==> src/rtl/cpu_pkg.sv <==
// Shared types and constants for the fetch stage: default widths,
// the special instruction encodings and the fetch FSM state type.
package cpu_pkg;

    localparam int PC_W_DEF    = 8;
    localparam int INSTR_W_DEF = 32;

    typedef logic [PC_W_DEF-1:0]    pc_t;
    typedef logic [INSTR_W_DEF-1:0] instr_t;

    // An all-ones word stops fetching; all-zeros is the harmless filler
    // held in the IF/ID register after reset.
    localparam instr_t HALT_INSTR = 32'hFFFF_FFFF;
    localparam instr_t NOP_INSTR  = 32'h0000_0000;

    typedef enum logic {
        RUN  = 1'b0,
        HALT = 1'b1
    } fetch_state_t;

endpackage

==> src/rtl/if_id_reg.sv <==
// IF/ID pipeline holding register: valid bit, pc and instruction.
// A flush clears the valid bit and wins over a load. Without either,
// the contents hold, which is how decode back-pressure is absorbed.
module if_id_reg
    import cpu_pkg::*;
#(
    parameter int PC_W    = 8,
    parameter int INSTR_W = 32
) (
    input  logic               clk,
    input  logic               rst,
    input  logic               flush_i,
    input  logic               load_i,
    input  logic [PC_W-1:0]    pc_i,
    input  logic [INSTR_W-1:0] instr_i,
    output logic               valid_o,
    output logic [PC_W-1:0]    pc_o,
    output logic [INSTR_W-1:0] instr_o
);

    logic               valid_q, valid_d;
    logic [PC_W-1:0]    pc_q, pc_d;
    logic [INSTR_W-1:0] instr_q, instr_d;

    // Next contents: flush drops the entry, load captures a new one, else hold.
    always_comb begin
        valid_d = valid_q;
        pc_d    = pc_q;
        instr_d = instr_q;
        if (flush_i) begin
            valid_d = 1'b0;
        end else if (load_i) begin
            valid_d = 1'b1;
            pc_d    = pc_i;
            instr_d = instr_i;
        end
    end

    // Register update with synchronous reset to an empty NOP entry.
    always_ff @(posedge clk) begin
        if (rst) begin
            valid_q <= 1'b0;
            pc_q    <= '0;
            instr_q <= INSTR_W'(NOP_INSTR);
        end else begin
            valid_q <= valid_d;
            pc_q    <= pc_d;
            instr_q <= instr_d;
        end
    end

    assign valid_o = valid_q;
    assign pc_o    = pc_q;
    assign instr_o = instr_q;

endmodule

==> src/rtl/fetch_unit.sv <==
// Instruction fetch stage: program counter, RUN/HALT control FSM,
// accepted-transfer counter and the IF/ID holding register.
// The instruction memory is combinational and addressed directly by pc.
module fetch_unit
    import cpu_pkg::*;
#(
    parameter int PC_W    = 8,
    parameter int INSTR_W = 32
) (
    input  logic               clk,
    input  logic               rst,
    output logic [PC_W-1:0]    imem_addr,
    input  logic [INSTR_W-1:0] imem_data,
    input  logic               redirect_valid,
    input  logic [PC_W-1:0]    redirect_pc,
    output logic               if_valid,
    input  logic               if_ready,
    output logic [PC_W-1:0]    if_pc,
    output logic [INSTR_W-1:0] if_instr,
    output logic               halted,
    output logic [15:0]        fetch_count
);

    fetch_state_t    state_q, state_d;
    logic [PC_W-1:0] pc_q, pc_d;
    logic [15:0]     fetchCount_q, fetchCount_d;

    logic loadEn;
    logic haltWord;
    logic acceptXfer;
    logic regLoad;
    logic regFlush;

    // A fetch happens in RUN when no redirect is pending and the IF/ID
    // register is empty or being drained by decode this cycle.
    always_comb begin
        haltWord   = (imem_data == INSTR_W'(HALT_INSTR));
        acceptXfer = if_valid && if_ready;
        loadEn     = (state_q == RUN) && !redirect_valid && (!if_valid || if_ready);
        regLoad    = loadEn && !haltWord;
        regFlush   = redirect_valid || (loadEn && haltWord);
    end

    // Next-state and pc logic; a redirect overrides everything and the
    // halt word parks pc on its own address without being delivered.
    always_comb begin
        state_d = state_q;
        pc_d    = pc_q;
        if (redirect_valid) begin
            state_d = RUN;
            pc_d    = redirect_pc;
        end else if (loadEn) begin
            if (haltWord) begin
                state_d = HALT;
            end else begin
                pc_d = pc_q + PC_W'(1);
            end
        end
    end

    // Transfer counter: counts handshakes even when a redirect flushes the
    // register in the same cycle, and sticks at its maximum value.
    always_comb begin
        fetchCount_d = fetchCount_q;
        if (acceptXfer && (fetchCount_q != 16'hFFFF)) begin
            fetchCount_d = fetchCount_q + 16'd1;
        end
    end

    // State, pc and counter registers with synchronous reset.
    always_ff @(posedge clk) begin
        if (rst) begin
            state_q      <= RUN;
            pc_q         <= '0;
            fetchCount_q <= '0;
        end else begin
            state_q      <= state_d;
            pc_q         <= pc_d;
            fetchCount_q <= fetchCount_d;
        end
    end

    if_id_reg #(
        .PC_W    (PC_W),
        .INSTR_W (INSTR_W)
    ) u_if_id_reg (
        .clk     (clk),
        .rst     (rst),
        .flush_i (regFlush),
        .load_i  (regLoad),
        .pc_i    (pc_q),
        .instr_i (imem_data),
        .valid_o (if_valid),
        .pc_o    (if_pc),
        .instr_o (if_instr)
    );

    assign imem_addr   = pc_q;
    assign halted      = (state_q == HALT);
    assign fetch_count = fetchCount_q;

endmodule

==> config.mk <==
export PLATFORM = sky130hd
export DESIGN_NAME = fetch_unit
export DESIGN_NICKNAME = d
export VERILOG_FILES = /design/src/rtl/cpu_pkg.sv /design/src/rtl/if_id_reg.sv /design/src/rtl/fetch_unit.sv
export SDC_FILE = /design/constraint.sdc
export NUM_CORES = 1
export LEC_CHECK = 0
export CORE_UTILIZATION = 46
export DETAILED_ROUTE_END_ITERATION = 6
export HOLD_SLACK_MARGIN = 0.08
export PLACE_DENSITY = 0.81
export SYNTH_ARGS = -nofsm -noshare
export SYNTH_HDL_FRONTEND = slang
export SYNTH_HIERARCHICAL = 1
export SYNTH_SLANG_ARGS = --single-unit
==> constraint.sdc <==
create_clock -name clk -period 3.3 [get_ports clk]
set_clock_uncertainty 0.15 [all_clocks]
set_input_delay 0.66 -clock clk [delete_from_list [all_inputs] [get_ports clk]]
set_output_delay 0.66 -clock clk [all_outputs]
set_load 0.01 [all_outputs]
# --- Yosys cells after proc, flatten, opt, wreduce, memory -nomap -nowiden ---
# Cells that the tools add are included.
op_classes:
  n_reduce_logical: 17
  add_sub_neg: 2
  eq_ne: 3
  mux: 3
  bitwise_logic: 2
op_table:
  columns: ["operator", "n"]
  rows:
  - ["$eq A32 B32 Y1 const B", 1]
  - ["$mux W8", 3]
  - ["$add A16 B1 Y16 const B", 1]
  - ["$ne A16 B16 Y1 const B", 1]
  - ["$add A8 B1 Y8 const B", 1]
  - ["$logic_and A1 B1 Y1", 6]
  - ["$reduce_and A2 Y1", 3]
  - ["$reduce_or A2 Y1", 2]
  - ["$logic_not A1 Y1", 3]
  - ["$logic_or A1 B1 Y1", 2]
  - ["$ne A2 B2 Y1 const B", 1]
  - ["$not A1 Y1", 2]
  - ["$reduce_bool A2 Y1", 1]
totals:
  wordCells: 33
  reg_bits: 66
  inputBits: 44

# --- Depth between registers and ports, before layout ---
logic_depth:
  ltp_word: 7
  mapped_depth: 8
  depth_no_buf: 6

# --- Cells and area by module ---
# Netlist, hierarchy kept.
by_module_without_submodules:
  columns: ["mod", "area_per_inst_um2", "n_inst", "seq_area_each_um2", "cells_per_inst"]
  rows:
  - ["if_id_reg", 1865.5, 1, 820.8, 185]
  - ["fetch_unit", 1402.6, 1, 500.5, 174]

# --- Least setup slack after synthesis ---
# Ideal clock, no wire load.
synth_timing:
  path_kind: "input to register"
  from: "input imem_data[15]"
  to: "register u_if_id_reg.pc_q[3] (netlist: u_if_id_reg/pc_o[3])"
  cell_stages: 8
  t_required_ns: 3.032
  path_slack_ns: 0.678
  n_path_buf: 2
  t_arrival_ns: 2.354
  cell_sequence: "nand4_1 -> nor4_1 -> nand3_1 -> clkbuf_1 -> o31ai_1 -> buf_2 -> nand4bb_1 -> o21ai_1"
synth_via:
  elab_chain_len: 5
synth_lines:
  columns: ["item", "line", "rtl"]
  rows:
  - ["start, declared", "fetch_unit.sv:13", "input logic [INSTR_W-1:0] imem_data,"]
  - ["$eq A32 B32 Y1", "fetch_unit.sv:37", "haltWord = (imem_data == INSTR_W'(HALT_INSTR));"]
  - ["$logic_and A1 B1 Y1", "fetch_unit.sv:41", "regFlush = redirect_valid || (loadEn && haltWord);"]
  - ["$logic_or A1 B1 Y1", "fetch_unit.sv:41", null]
  - ["named net regFlush", "fetch_unit.sv:32", "logic regFlush;"]
  - ["$not A1 Y1 (no line)", null, null]
  - ["$reduce_and A2 Y1 (no line)", null, null]
  - ["end signal, assigned", "if_id_reg.sv:47", "pc_q <= pc_d;"]
  - ["end, declared", "if_id_reg.sv:22", "logic [PC_W-1:0] pc_q, pc_d;"]
# The timed path passes the listed nets, and every way through them passes these cells.
# A chain may end at the register's enable or synchronous reset.

# --- Worst setup path after layout ---
layout_timing:
  from: "input imem_data[15]"
  to: "register u_if_id_reg.instr_q[17] (netlist: u_if_id_reg/instr_o[17])"
layout_via:
  elab_chain_len: 5
layout_lines:
  columns: ["item", "line", "rtl"]
  rows:
  - ["$eq A32 B32 Y1", "fetch_unit.sv:37", null]
  - ["$logic_and A1 B1 Y1", "fetch_unit.sv:41", null]
  - ["$logic_or A1 B1 Y1", "fetch_unit.sv:41", null]
  - ["named net regFlush", "fetch_unit.sv:32", null]
  - ["$not A1 Y1 (no line)", null, null]
  - ["$reduce_and A2 Y1 (no line)", null, null]
  - ["end signal, assigned", "if_id_reg.sv:44", "instr_q <= INSTR_W'(NOP_INSTR);"]
  - ["end signal, assigned", "if_id_reg.sv:48", "instr_q <= instr_d;"]
  - ["end, declared", "if_id_reg.sv:23", "logic [INSTR_W-1:0] instr_q, instr_d;"]
# The timed path passes the listed nets, and every way through them passes these cells.

==> out/summary.txt <==
Initial core utilization - 47.8%
Mapped Cells - 359
HP Class - reg2reg
GRT overflow - 0
Max-slew violations - 0
Sequential fraction of the synthesis area - 40.4%
Post-synth EDFFs - 0
Worst-path fanout max - 22
Top_reg_cell synth - dfxtp_1
FFs w/ async S/R, synth - 0%
Cts hold-fix bufs - 0
Distinct cells, synth - 46
Sequential cell area - 1320 µm²
CP Capture Type - flip-flop
Total Wirelength - 8580 µm
H-Tree Depth - 3
Clock sinks - 66
Status - finished, final reports clean
Avg WL per Cell - 15.3 µm
Max rail drop VDD - 0.000195 V
Number of max-cap violations - 0
Vias in the first global route - 2970
Routed Antenna Nets - 0
Final net count - 504
IO Count - 110
Fillers - 588
Slew HR - 40.8%
Detailed Place HPWL - 5830 µm
FP Rows - 30
Power Dens Cells - 406 nW/µm²
Fin crit share - 79.5%
Final Cell Area - 4620 µm²
Crit path launch type - primary input
Crit Path Class - in2reg
Crit path DAT - 2.68 ns
Synth Register Bits - 66
Via count - 3082
Layout cells sized above 1 - 6.48%
Synth warnings - 6
Iteration-0 DRC Markers - 123
Die X - 86.3 µm
Resized cells post-CTS - 0
Fin. Hold Viols - 0
Ant diodes - 0
Area of the multi-input gates - 1770 µm²
Tot Pwr - 1.87 mW
Clock Path Buffers - 2
# DRC - 0
Actual slew at the worst max-slew pin - 0.886 ns
Final setup vio count - 0
First-pass GRT wire length - 14000 µm
Tot GR Track Use - 23.8%
TNS Setup - 0 ns
RSZ-0062 raised after global routing - false
Mapped Nets - 405
CTS tree - done
Largest net degree at the start of global routing - 107
Core Box Area - 6830 µm²
Worst EP required - 3.35 ns
Pre-CTS WS - 0.300 ns
Min cycle time layout - 2.62 ns
DRT Pass-1 Iters - 4
P&R area growth vs syn - 41.3%
DIE AREA - 7450 µm²
Clk slew on worst S/H paths - 0.07 ns
Final Wtd Congestion - 0.850
Post-synthesis average cell area - 9.10 µm²
I/O Buffers - 109
Post-route setup slack - 0.678 ns
Placed Area - 4400 µm²
CTS buffer count - 9
Die H - 86.3 µm
FMAX - 381 MHz
Reg-to-reg slack, setup - 0.93 ns
Pleak - 1.53 nW
Mapped cell area - 3270 µm²
Post-CTS setup buffer count - 0
Initial antenna violation count - 0
Clock latency on the worst-skew pair - 0.34 ns
DR vias/cell - 5.51
Root Buffer - clkbuf_8
[worst max-delay path: stages]
cell	delay (ns)
clkdlybuf4s50_1	0.49
nand4_1	0.12
nor4_1	0.31
nand3_1	0.21
o31ai_4	0.37
buf_4	0.30
nand4bb_1	0.16
o21ai_1	0.07
[cell usage after synthesis (2+ instances only)]
library cell | number | area, µm²
a2111oi_0 | 6 | 52.6
a211oi_1 | 6 | 45.0
a21oi_1 | 5 | 25.0
a311oi_1 | 3 | 26.3
and2_1 | 2 | 12.5
and3_1 | 4 | 25.0
and4_1 | 2 | 17.5
buf_2 | 15 | 75.1
buf_4 | 4 | 30.0
clkbuf_1 | 6 | 22.5
clkbuf_2 | 3 | 15.0
dfxtp_1 | 66 | 1320
ha_1 | 2 | 25.0
inv_1 | 9 | 33.8
nand2_1 | 10 | 37.5
nand2b_1 | 41 | 257
nand3_1 | 7 | 35.0
nand3b_1 | 2 | 15.0
nand4_1 | 12 | 75.1
nand4bb_1 | 40 | 450
nor2_1 | 30 | 113
nor3_1 | 4 | 20.0
nor4_1 | 4 | 25.0
nor4bb_1 | 2 | 20.0
o21ai_1 | 40 | 200
o311a_1 | 2 | 20.0
xnor2_1 | 13 | 114
[area by class of cell]
type	count	share of cell area [%]
multi-input combinational	254	38.3
inverter	9	0.732
clock inverter	5	1.68
sequential	66	28.6
timing repair buffer	118	25.0
clock buffer	11	3.06
tap	96	2.60
[path summary, 6_finish.rpt]
check | from | endpoint | depth (start not counted)
hold reg to reg | u_if_id_reg/pc_o[7] | u_if_id_reg/pc_o[7] | 2
hold / removal | u_if_id_reg/pc_o[7] | u_if_id_reg/pc_o[7] | 2
setup / recovery | imem_data[15] | u_if_id_reg/instr_o[17] | 8
setup reg to reg | fetch_count[0] | fetch_count[6] | 6
[power breakdown]
| group | internal (mW) | leakage, nW | switching (mW) |
|---|---|---|---|
| Combinational | 0.150 | 0.884 | 0.112 |
| Clock | 0.444 | 0.109 | 0.314 |
| Sequential | 0.827 | 0.538 | 0.0250 |
[stage by stage]
| stage | utilization (%) | std cells | hold WS (ns) |
|---|---|---|---|
| 3_3_place_gp | 64.4 | 543 | 0.300 |
| 3_5_place_dp | 64.4 | 543 | 0.304 |
| 5_1_grt | 67.6 | 559 | 0.334 |
| 4_1_cts | 67.6 | 559 | 0.317 |
| 2_1_floorplan | - | 359 | 0.336 |
| 6_report | 67.6 | 559 | 0.315 |
[cells by family after synthesis]
family	synth area share (%)
adder cells (fa/ha/maj)	0.766
AND/OR/NAND/NOR	36.2
multiplexers	0.306
XOR/XNOR	3.75
flip-flops	40.4
AO/OA/AOI/OAI	12.7
buffers and inverters	5.86
[state kept, by name, indices dropped and copies added, names as in the netlist]
register / count
fetch_count: 16
halted: 1
imem_addr: 8
u_if_id_reg/instr_o: 32
u_if_id_reg/pc_o: 8
u_if_id_reg/valid_o: 1
[layer usage]
layer / global-route usage (%) / vias to the layer above / share of wire, %
li1: - / 1506 / -
met1: 29.1 / 1454 / 43
met2: 38.5 / 105 / 46
met3: 7.24 / 17 / 8.9
met4: 11.1 / 0 / 2.0
met5: 0 / - / 0
[layout by cell type (no fill, tap or decap), drive strengths merged, types with 3 or more instances in the layout]
cell and instances:
nor4 4, a21oi 5, inv 9, and3 4, xnor2 13, a211oi 6, a311oi 3, o21ai 41
nand3 7, nand4bb 40, dfxtp 66, nor3 4, a2111oi 6, nand4 13, clkdlybuf4s50 108, buf 10
nand2b 41, nor2 30, clkbuf 11, nand2 10
Note: power is estimated with default switching activity, not from simulation.
